### src/rtl/storage_arbiter_pkg.sv
// Shared definitions for the matrix storage arbiter: requester ids, widths and id helpers.
// The storage RAM and the sequencing controller use the same width constants.
package storage_arbiter_pkg;

  localparam int NREQ         = 3;
  localparam int STORE_ADDR_W = 9;
  localparam int STORE_DATA_W = 32;

  localparam logic [1:0] ID_INPUT = 2'd0;
  localparam logic [1:0] ID_DISP  = 2'd1;
  localparam logic [1:0] ID_CALC  = 2'd2;
  localparam logic [1:0] ID_NONE  = 2'd3;

  typedef enum logic {
    ST_IDLE = 1'b0,
    ST_OWN  = 1'b1
  } arb_state_t;

  function automatic logic [1:0] onehot_to_id(input logic [NREQ-1:0] oh);
    logic [1:0] id;
    id = ID_NONE;
    if (oh[0])      id = ID_INPUT;
    else if (oh[1]) id = ID_DISP;
    else if (oh[2]) id = ID_CALC;
    return id;
  endfunction

  function automatic logic [NREQ-1:0] id_to_onehot(input logic [1:0] id);
    logic [NREQ-1:0] oh;
    oh = '0;
    case (id)
      ID_INPUT: oh = 3'b001;
      ID_DISP:  oh = 3'b010;
      ID_CALC:  oh = 3'b100;
      default:  oh = '0;
    endcase
    return oh;
  endfunction

endpackage

### src/rtl/storage_arbiter_rr_picker.sv
// Combinational 3-way round-robin select: first set request after 'last', wrapping.
// A 'last' of ID_NONE behaves like ID_CALC, so input is scanned first.
module rr_picker
  import storage_arbiter_pkg::*;
(
  input  logic [NREQ-1:0] req,
  input  logic [1:0]      last,
  output logic [NREQ-1:0] winner,
  output logic            valid
);

  always_comb begin
    winner = '0;
    case (last)
      ID_INPUT: begin
        if (req[1])      winner = 3'b010;
        else if (req[2]) winner = 3'b100;
        else if (req[0]) winner = 3'b001;
      end
      ID_DISP: begin
        if (req[2])      winner = 3'b100;
        else if (req[0]) winner = 3'b001;
        else if (req[1]) winner = 3'b010;
      end
      default: begin
        if (req[0])      winner = 3'b001;
        else if (req[1]) winner = 3'b010;
        else if (req[2]) winner = 3'b100;
      end
    endcase
  end

  assign valid = |req;

endmodule

### src/rtl/storage_arbiter.sv
// Request/grant arbiter sharing the single-port matrix storage between input,
// display and calculator, with burst lock, bounded hold and id-tagged read return.
//
//   state   | meaning
//   --------+----------------------------------------------
//   ST_IDLE | no grant; arbitrate every cycle
//   ST_OWN  | one owner holds o_gnt until its release condition
module storage_arbiter
  import storage_arbiter_pkg::*;
#(
  parameter int ADDR_W   = STORE_ADDR_W,
  parameter int DATA_W   = STORE_DATA_W,
  parameter int RD_LAT   = 1,
  parameter int MAX_HOLD = 16
) (
  input  logic                   clk,
  input  logic                   rst_n,
  input  logic [NREQ-1:0]        i_req,
  input  logic [NREQ-1:0]        i_lock,
  input  logic [NREQ-1:0]        i_we,
  input  logic [NREQ*ADDR_W-1:0] i_addr,
  input  logic [NREQ*DATA_W-1:0] i_wdata,
  output logic [NREQ-1:0]        o_gnt,
  output logic [NREQ-1:0]        o_rvalid,
  output logic [DATA_W-1:0]      o_rdata,
  output logic                   o_busy,
  output logic [1:0]             o_owner,
  output logic                   o_mem_we,
  output logic [ADDR_W-1:0]      o_mem_addr,
  output logic [DATA_W-1:0]      o_mem_wdata,
  input  logic [DATA_W-1:0]      i_mem_rdata
);

  arb_state_t        state;
  logic [1:0]        last_q;
  logic [7:0]        hold_cnt;
  logic [ADDR_W-1:0] addr_q;
  logic [DATA_W-1:0] wdata_q;
  logic [RD_LAT-1:0] pipe_v;
  logic [1:0]        pipe_id [RD_LAT];

  logic            owner_req;
  logic            owner_lock;
  logic            owner_we;
  logic            others_req;
  logic            beat;
  logic            read_beat;
  logic            hold_hit;
  logic            release_own;
  logic            arbitrate;
  logic [1:0]      pick_last;
  logic [NREQ-1:0] win_oh;
  logic            win_valid;

  // o_gnt is one-hot and zero in idle, so masking with it selects the owner's bits
  assign owner_req  = |(i_req & o_gnt);
  assign owner_lock = |(i_lock & o_gnt);
  assign owner_we   = |(i_we & o_gnt);
  assign others_req = |(i_req & ~o_gnt);
  assign beat       = owner_req;
  assign read_beat  = beat & ~owner_we;

  // Hold counts only contended unlocked beats, so a lone streamer is never cut short
  assign hold_hit    = beat && !owner_lock && others_req && (hold_cnt == 8'(MAX_HOLD - 1));
  assign release_own = (state == ST_OWN) && (!owner_req || hold_hit);
  assign arbitrate   = (state == ST_IDLE) || release_own;

  // Releasing owner is scanned last, so a preempted requester yields to the others
  assign pick_last = (state == ST_OWN) ? o_owner : last_q;

  rr_picker u_rr_picker (
    .req    (i_req),
    .last   (pick_last),
    .winner (win_oh),
    .valid  (win_valid)
  );

  always_comb begin
    o_mem_addr  = addr_q;
    o_mem_wdata = wdata_q;
    if (beat) begin
      case (o_owner)
        ID_INPUT: begin
          o_mem_addr  = i_addr[0*ADDR_W +: ADDR_W];
          o_mem_wdata = i_wdata[0*DATA_W +: DATA_W];
        end
        ID_DISP: begin
          o_mem_addr  = i_addr[1*ADDR_W +: ADDR_W];
          o_mem_wdata = i_wdata[1*DATA_W +: DATA_W];
        end
        ID_CALC: begin
          o_mem_addr  = i_addr[2*ADDR_W +: ADDR_W];
          o_mem_wdata = i_wdata[2*DATA_W +: DATA_W];
        end
        default: ;
      endcase
    end
  end

  assign o_mem_we = beat & owner_we;
  assign o_rdata  = i_mem_rdata;

  always_ff @(posedge clk) begin
    if (!rst_n) begin
      state    <= ST_IDLE;
      o_gnt    <= '0;
      o_owner  <= ID_NONE;
      o_busy   <= 1'b0;
      last_q   <= ID_CALC;
      hold_cnt <= '0;
      addr_q   <= '0;
      wdata_q  <= '0;
    end else begin
      addr_q  <= o_mem_addr;
      wdata_q <= o_mem_wdata;
      if (release_own) last_q <= o_owner;
      if (arbitrate) begin
        hold_cnt <= '0;
        if (win_valid) begin
          state   <= ST_OWN;
          o_gnt   <= win_oh;
          o_owner <= onehot_to_id(win_oh);
          o_busy  <= 1'b1;
        end else begin
          state   <= ST_IDLE;
          o_gnt   <= '0;
          o_owner <= ID_NONE;
          o_busy  <= 1'b0;
        end
      end else if (beat && !owner_lock && others_req && (hold_cnt != 8'(MAX_HOLD))) begin
        hold_cnt <= hold_cnt + 8'd1;
      end
    end
  end

  // Read id pipeline; the id travels with the beat so a grant change cannot misroute it
  always_ff @(posedge clk) begin
    if (!rst_n) begin
      pipe_v <= '0;
      for (int i = 0; i < RD_LAT; i++) pipe_id[i] <= ID_NONE;
    end else begin
      pipe_v[0]  <= read_beat;
      pipe_id[0] <= o_owner;
      for (int i = 1; i < RD_LAT; i++) begin
        pipe_v[i]  <= pipe_v[i-1];
        pipe_id[i] <= pipe_id[i-1];
      end
    end
  end

  assign o_rvalid = pipe_v[RD_LAT-1] ? id_to_onehot(pipe_id[RD_LAT-1]) : '0;

endmodule
### config.mk
export PLATFORM = sky130hd
export DESIGN_NAME = storage_arbiter
export DESIGN_NICKNAME = d
export VERILOG_FILES = /design/src/rtl/storage_arbiter_pkg.sv /design/src/rtl/storage_arbiter_rr_picker.sv /design/src/rtl/storage_arbiter.sv
export SDC_FILE = /design/constraint.sdc
export NUM_CORES = 1
export LEC_CHECK = 0
export ABC_AREA = 1
export CORE_MARGIN = 1
export CORE_UTILIZATION = 39
export CTS_CLUSTER_SIZE = 20
export DETAILED_ROUTE_END_ITERATION = 7
export GPL_ROUTABILITY_DRIVEN = 1
export PLACE_DENSITY = 0.88
export SLEW_MARGIN = 10
export SYNTH_ARGS = -nofsm -noshare
export SYNTH_HDL_FRONTEND = slang
export SYNTH_HIERARCHICAL = 1
export SYNTH_SLANG_ARGS = --single-unit
export TNS_END_PERCENT = 50
### constraint.sdc
create_clock -name clk -period 4.2 [get_ports clk]
set_input_delay 0.84 -clock clk [delete_from_list [all_inputs] [get_ports clk]]
set_output_delay 0.84 -clock clk [all_outputs]
set_load 0.01 [all_outputs]
==> results of run 1 <==
## metrics by stage
stage,cells,power (uW),hold WS [ps],setup WS (ps)
4_1_cts,832,1750,478,325
3_5_place_dp,816,1220,465,332
6_report,832,1740,478,321
5_1_grt,832,1830,510,134
2_1_floorplan,577,931,426,1590
3_3_place_gp,816,1210,438,406
## flip-flops by register name, indices dropped and copies added (netlist names)
register / cells
wdata_q: 32
hold_cnt: 8
state: 1
pipe_id: 2
pipe_v: 1
o_gnt: 3
last_q: 2
o_owner: 2
addr_q: 9
## power groups by stage
stage               Sequential (uW)  Combinational [uW]  Clock [uW]
floorplan                       642                 289           0
global placement                647                 564           0
detailed placement              649                 574           0
CTS                             636                 578         536
global route                    640                 628         560
finish                          637                 575         525
## cell families (layout without fill, tap and decap cells)
kind of cell             Yosys count  after routing  share of synthesized area
AND/OR/NAND/NOR                  320            320                      0.383
buffers and inverters            131            278                      0.184
AO/OA/AOI/OAI                     61             61                     0.0861
flip-flops                        60             60                      0.333
XOR/XNOR                           3              3                    0.00729
adder cells (fa/ha/maj)            2              2                    0.00694
## cells in the mapped netlist, types with 4 or more instances
master / instances
sky130_fd_sc_hd__o21ai_1: 12
sky130_fd_sc_hd__dfxtp_1: 60
sky130_fd_sc_hd__clkbuf_1: 11
sky130_fd_sc_hd__o21ai_0: 32
sky130_fd_sc_hd__nor2_1: 57
sky130_fd_sc_hd__nand2_1: 180
sky130_fd_sc_hd__nand3_1: 31
sky130_fd_sc_hd__buf_6: 4
sky130_fd_sc_hd__nand4_1: 43
sky130_fd_sc_hd__a21oi_1: 15
sky130_fd_sc_hd__inv_1: 68
sky130_fd_sc_hd__buf_4: 34
sky130_fd_sc_hd__buf_2: 8
## layout make-up
class,count,share of cell area
clock inverters,4,0.00871
flip-flops and latches,60,0.220
repair buffers,190,0.348
clock buffers,12,0.0284
inverters,72,0.0495
well taps,108,0.0247
multi-input cells,386,0.321
## worst max-delay path, delay by kind of cell
family	cells	cell delay (ps)
AO/OA/AOI/OAI	1	150
buffers and inverters	5	1500
AND/OR/NAND/NOR	4	540
## per-layer routing
layer | GRT usage | wire [um]
met5 | 0 | 0
met1 | 0.284 | 4710
met2 | 0.441 | 5870
met3 | 0.0687 | 1160
met4 | 0.0723 | 198
## worst max path at each step
stage / start / end / slack (ps) / cells after the start
after floorplan: i_req[1] / o_mem_wdata[12] / 1590 / 9
after detailed placement: i_req[2] / o_mem_wdata[10] / 330 / 10
after global routing: i_req[2] / o_mem_wdata[12] / 130 / 10
after CTS: i_req[2] / o_mem_wdata[10] / 330 / 10
after global placement: i_req[2] / o_mem_wdata[3] / 410 / 10
final: i_req[2] / o_mem_wdata[10] / 320 / 10
==> run summary, run 1 <==
In this run the tool buffered the top-level ports with 184 buffer cells. The detailed-routing iteration count for the pre-antenna-repair pass is 8. Static timing analysis puts the maximum clock frequency at 258 MHz. The run gives 8850 sq um as the floorplan core area. Mapped cell area: 3600 sq um.

The tools report the critical path startpoint category as a primary input. The logs give 3040 ps for the arrival time of data at the critical path endpoint and 790 for the fill cell total of the finished layout. The transition time of the tightest slew-check pin came out at 717 ps. The largest single stage delay on the critical path is 560 ps. The critical path's most frequent cell is sky130_fd_sc_hd__clkdlybuf4s50_1. For the finished layout, the period the worst path requires is 3880 ps. In this run the clock root is driven by a sky130_fd_sc_hd__clkbuf_8. After clock tree synthesis, the clock-pin slew on the worst setup and hold paths is 70 ps. The final-report hold violation count was 0. The fraction of post-synthesis cell area in the top cell type by area is 0.333, and the chip width is 98.1 um. Among all stages on the critical path, the largest delay is contributed by sky130_fd_sc_hd__clkdlybuf4s50_1.

Once detail routing completed, the nets flagged for antenna violations numbered 0. The worst setup path is of the in -> out kind. The portion of total power attributed to sequential cells was 0.366; the die boundary height was 98.1 um. The number of vias per cell was 5.08; the starting utilization of the core area was 0.407. Summed over all nets, the switching power comes to 522 uW. The synthesis-to-finish area growth is 51.6%, and the via count of the first global-routing pass is 3990. The leading area contributor after synthesis is sky130_fd_sc_hd__dfxtp_1. The tools report the weighted congestion reported at the end of routability-driven placement as 0.894. The prevailing post-synth register cell was sky130_fd_sc_hd__dfxtp_1.

The post-cts gate resize count came out at 0. The number of register bits inferred by synthesis was 60; the share of post-route cells with drive strength above 1 was 0.0428. The checks that failed: DRC.

For the initial antenna violation count, the log shows 0. Setup violations remaining at the end of the flow were counted as 0. Setup repair after global routing left no endpoint under its margin. The finished cells cover 5460 sq um. Once the clock tree was built, the setup fixing pass inserted 0 buffers. For this block, the initial DRC count from the detailed router was 162.

Summed over all failing endpoints, the final setup total negative slack is 0 ps. The number of vias in the routed layout is 4223. The H-tree generated during clock tree synthesis spans 3 levels. Counting flops with a built-in enable in the synthesized netlist gives 0.

For the die footprint, the log shows 9630 sq um. The all-layer global routing usage was 0.246; the fraction of the yosys area taken by sequential cells was 0.333. For the boundary pin count, the log shows 249. Power spread over the standard cell area amounts to 318 nW/um^2. TritonCTS built the clock tree. No sink is reached through more buffers than the 2 on the longest clock path. The tools report the total routed wirelength as 11.9 mm. The logs give 3360 ps for the worst endpoint required time and 577 for the count of mapped cells out of synthesis. The leakage component of the power was 0.00237 uW; the post-detailed-placement half-perimeter wirelength was 8.97 mm. The final clock period utilization by the worst path was 0.923; the storage element area was 1200 sq um.

The run gives 9 as the clock buffer count from CTS. The average cell area after synthesis came out at 6.25 sq um. The fraction of registers with async set or reset after synthesis was 0. The library cell used most frequently in the layout, excluding fill and tap cells, is sky130_fd_sc_hd__clkdlybuf4s50_1.

The worst slew slack as a fraction of its limit was 0.519. Counting instances, the worst hold path has a depth of 2. The remaining global-route overflow is 0. Entering global routing, the biggest net connects 78 pins. For the part of the power in the clock network, the log shows 0.302. Counting cells, the worst reg-to-reg path comes to 7. Wire length per cell: 14.3 um. Startpoint of the lowest-slack hold path: last_q[1]. The number of antenna repair diodes is 0. For hold timing, the worst endpoint is last_q[1].

The run gives 34 as the number of placement rows. The startpoint identified for the worst register-to-register timing path is o_owner[0]. The peak supply drop came out at 0.178 mV. The endpoint of the lowest-slack register-to-register path was addr_q[5]. The switching share of power came out at 0.300. The logs give 0.617 for the share of the core filled with cells and 887 for the number of nets at the end of the flow. The tools report the warning count from the yosys run as 6.

For flop-to-flop paths, the worst setup slack is 2180 ps. The tool flagged a number of max-cap violations equal to 0. Walking the worst path, the cells encountered are clkdlybuf4s50_1 > nand2_1 > nand3_2 > nand2_2 > inv_2 > buf_12 > nand4_1 > o21ai_0 > inv_1 > clkdlybuf4s50_1. In this run the worst hold path is classified as reg -> reg. The critical-path maximum fanout is 77, and the hold-fix buffer count after cts is 0. The number of pins with negative max-slew slack in the final report was 0; the clock sink count was 60.

Internal power comes to 1220 uW. The first global-routing pass estimated 19.0 mm of wire. The tools report the area after detailed placement as 5260 sq um. The maximum clock skew at final layout was 9.21 ps; the logic gate share of total power was 0.331. The number of nets in the synthesized netlist was 745; the later-pin clock latency in the skew report was 330 ps. The run finished, with violations left. STA classifies the critical path endpoint as a primary output. Summing all multi-input logic gate instances after layout gives 1750 sq um. For the remaining design rule violation count, the log shows 18.

The library cells used most frequently in the layout, excluding fill and tap cells, are 184 x sky130_fd_sc_hd__clkdlybuf4s50_1, 180 x sky130_fd_sc_hd__nand2_1, 68 x sky130_fd_sc_hd__inv_1, 60 x sky130_fd_sc_hd__dfxtp_1, 56 x sky130_fd_sc_hd__nor2_1. Yosys attributes the largest share of cell area to sky130_fd_sc_hd__dfxtp_1 33%, sky130_fd_sc_hd__nand2_1 19%, sky130_fd_sc_hd__nand4_1 7.5%, sky130_fd_sc_hd__buf_4 7.1%, sky130_fd_sc_hd__inv_1 7.1%. Synthesis instantiated 25 different standard cells from the library.
No activity file was read; power rests on OpenSTA's default activity.
==> inputs of run 2 (changes only) <==
--- a/config.mk
+++ b/config.mk
@@ -6,13 +6,14 @@
 export NUM_CORES = 1
 export LEC_CHECK = 0
 export ABC_AREA = 1
+export CORE_ASPECT_RATIO = 0.9
 export CORE_MARGIN = 1
 export CORE_UTILIZATION = 39
 export CTS_CLUSTER_SIZE = 20
 export DETAILED_ROUTE_END_ITERATION = 7
 export GPL_ROUTABILITY_DRIVEN = 1
 export PLACE_DENSITY = 0.88
-export SLEW_MARGIN = 10
+export SLEW_MARGIN = 20
 export SYNTH_ARGS = -nofsm -noshare
 export SYNTH_HDL_FRONTEND = slang
 export SYNTH_HIERARCHICAL = 1
==> run summary, run 2 (synthesized netlist as in run 1, its figures left out) <==
Number of vias in the routed layout: 4177 (was 4223). Leading cell types in the layout, fill and taps excluded: 184 x sky130_fd_sc_hd__clkdlybuf4s50_1, 180 x sky130_fd_sc_hd__nand2_1, 68 x sky130_fd_sc_hd__inv_1, 60 x sky130_fd_sc_hd__dfxtp_1, 56 x sky130_fd_sc_hd__nor2_1 (unchanged). The weighted congestion reported at the end of routability-driven placement came out at 0.942 (was 0.894).

Setup repair after global routing left no endpoint under its margin. Via count of the first global-routing pass: 3811 (was 3990). The total power divided by cell area came out at 314 nW/um^2 (was 318 nW/um^2). The number of max-cap violations came out at 0 (unchanged).

Number of vias per cell: 4.96 (was 5.08). The tools report the post-CTS setup buffer count as 0 (unchanged). The number of antenna repair diodes was 0 (unchanged); the met2 track demand over resource in global routing was 0.446 (was 0.441).

The global routing usage on met3 was 0.0703 (was 0.0687); the number of port buffers was 184 (unchanged). The CTS H-tree depth is 3 (unchanged), and the area occupied by multi-input gates is 1750 sq um (unchanged). For the maximum number of buffers from clock root to sink, the log shows 2 (unchanged).

The register ranked first by flip-flop count is wdata_q (unchanged). The detailed-routing iteration count for the pre-antenna-repair pass was 5 (was 8). For the peak supply drop, the log shows 0.168 mV (was 0.178 mV). The tools report the leakage component of the power as 0.00235 uW (was 0.00237 uW).

The highest cell delay on the worst timing path works out to 570 ps (was 560 ps). The routing layer with the top usage in global route was met2 (unchanged). The number of pins with negative max-slew slack in the final report is 0 (unchanged), and the synthesis-to-finish area growth is 51.4% (was 51.6%). The post-route antenna net violation count was 0 (unchanged). The part of the power in the clock network is 0.293 (was 0.302). The logs give 535 uW (was 522 uW) for the switching power and 17.8 mm (was 19.0 mm) for the first-pass GRT wire length. The transition time of the tightest slew-check pin came out at 720 ps (was 717 ps). The portion of total power attributed to sequential cells came out at 0.371 (was 0.366). The tools report the clock root buffer as sky130_fd_sc_hd__clkbuf_8 (unchanged).

The final clock period utilization by the worst path was 0.944 (was 0.923); the storage element area was 1200 sq um (unchanged). Maximum clock rate: 252 MHz (was 258 MHz). The flow ran to the end, and the final reports show no timing, DRC or antenna violations. The all-layer global routing usage was 0.240 (was 0.246); the die boundary height was 93.2 um (was 98.1 um).

The pin count of the biggest net entering global routing came out at 78 (unchanged). The remaining global-route overflow is 0 (unchanged). Number of nets at the end of the flow: 886 (was 887).

The critical path's most frequent cell is sky130_fd_sc_hd__clkdlybuf4s50_1 (unchanged). For the starting utilization of the core area, the log shows 0.411 (was 0.407). For the fill cell total of the finished layout, the log shows 755 (was 790). For the filler-free cell count of the finished design, the log shows 842 (was 832).

The most common cell after layout, fill and taps aside is sky130_fd_sc_hd__clkdlybuf4s50_1 (unchanged). The logs give 60 (unchanged) for the clock sink count and 6.05 ps (was 9.21 ps) for the maximum clock skew at final layout. The slowest stage cell on the critical path was sky130_fd_sc_hd__clkdlybuf4s50_1 (unchanged). The post-detailed-placement half-perimeter wirelength was 9.07 mm (was 8.97 mm).

Kind of critical path: in -> out (unchanged). The run gives 0 (was 18) as the remaining design rule violation count. The tools report the hold-fix buffer count after cts as 0 (unchanged).

The worst endpoint required time was 3360 ps (about the same); the final-report hold violation count was 0 (unchanged). Critical path startpoint category: a primary input (unchanged). The tools report the initial detailed-routing violation count as 186 (was 162). Type of the tightest min-delay check: reg -> reg (unchanged). The share of post-route cells with drive strength above 1 was 0.0429 (was 0.0428); the clock transition at the registers of the reported paths was 70 ps (about the same).

The run gives 1180 uW (was 1220 uW) as the internal power of the cells. For the die footprint, the log shows 9630 sq um (about the same). The logs give 0.266 (was 0.284) for the met1 routing resource usage after global routing and 8770 sq um (was 8850 sq um) for the floorplan core area. The switching share of power works out to 0.312 (was 0.300). The tools report the post-cts gate resize count as 0 (unchanged).

The later-pin clock latency in the skew report was 330 ps (about the same); the initial antenna violation count was 0 (unchanged). The flip-flop count of the largest register, all copies and words added was 32 (unchanged). For the total routed wirelength, the log shows 12.1 mm (was 11.9 mm). For the slack of the critical path, the log shows 236 ps (was 321 ps). Worst slew slack as a fraction of its limit: 0.519 (about the same). The worst setup slack before clock tree synthesis was 289 ps (was 332 ps). Cell-by-cell listing of the critical path: clkdlybuf4s50_1 > nand2_1 > nand3_2 > nand2_2 > inv_2 > buf_12 > nand4_1 > o21ai_1 > inv_1 > clkdlybuf4s50_1 (was clkdlybuf4s50_1 > nand2_1 > nand3_2 > nand2_2 > inv_2 > buf_12 > nand4_1 > o21ai_0 > inv_1 > clkdlybuf4s50_1). The total placed cells including tap cells is 826 (was 816), and the critical-path maximum fanout is 77 (unchanged).

Largest registers: wdata_q x32, addr_q x9, hold_cnt x8 (unchanged). The wire length per cell was 14.4 um (was 14.3 um). Arrival time of data at the critical path endpoint: 3120 ps (was 3040 ps).

The clock buffer count from CTS is 9 (unchanged). The endpoint class of the critical path was a primary output (unchanged). The final setup violation count was 0 (unchanged). The clock period minus final worst setup slack was 3960 ps (was 3880 ps); the chip width was 103 um (was 98.1 um). The logic gate share of total power is 0.336 (was 0.331).

TritonCTS built the clock tree. The number of placement rows came out at 32 (was 34). The run gives 0 ps (unchanged) as the setup TNS. For the boundary pin count, the log shows 249 (unchanged).
-- run 2: cell types whose count changed in the layout (fill, tap and decap cells not counted), sizes merged --
cell / delta
clkinv: +1
buf: -1
clkbuf: -3
clkinvlp: +2
-- run 2: final timing paths --
check	from	slack (ps)	end	cells after the start
min reg2reg	last_q[1]	460	last_q[1]	2
max reg2reg	o_owner[0]	2110	wdata_q[29]	7
min	last_q[1]	460	last_q[1]	2
max	i_req[2]	240	o_mem_wdata[29]	10
-- run 2: critical path: cells and delay by family --
kind                   cells  cell delay (ps)
buffers and inverters      5             1520
AOI/OAI and AO/OA          1              150
and+or+nand+nor            4              580
-- run 2: layout make-up --
cell class / count / share of cell area
multi-input combinational: 386 / 0.321
clock buffer: 9 / 0.0227
timing repair buffer: 189 / 0.347
tap: 119 / 0.0273
inverter: 72 / 0.0495
clock inverter: 7 / 0.0124
sequential: 60 / 0.220
-- run 2: per-layer routing --
layer,up-vias,share of wire
met1,1881,0.39
met4,0,0.0056
li1,2086,-
met2,201,0.51
met5,-,0
met3,9,0.092
-- run 2: power by group through the flow --
stage	Clock [uW]	Combinational, uW	Sequential [uW]
floorplan	0	289	642
CTS	514	577	637
global route	546	626	642
global placement	0	563	648
finish	502	576	637
detailed placement	0	572	650
-- run 2: metrics by stage --
stage               hold WS, ps  instance area [sq um]  utilization  total power, uW
finish                      459                   5460        0.622             1720
global route                475                   5460        0.622             1810
CTS                         461                   5460        0.622             1730
detailed placement          450                   5270        0.600             1220
global placement            441                   5270        0.600             1210
floorplan                   426                   3600            -              931
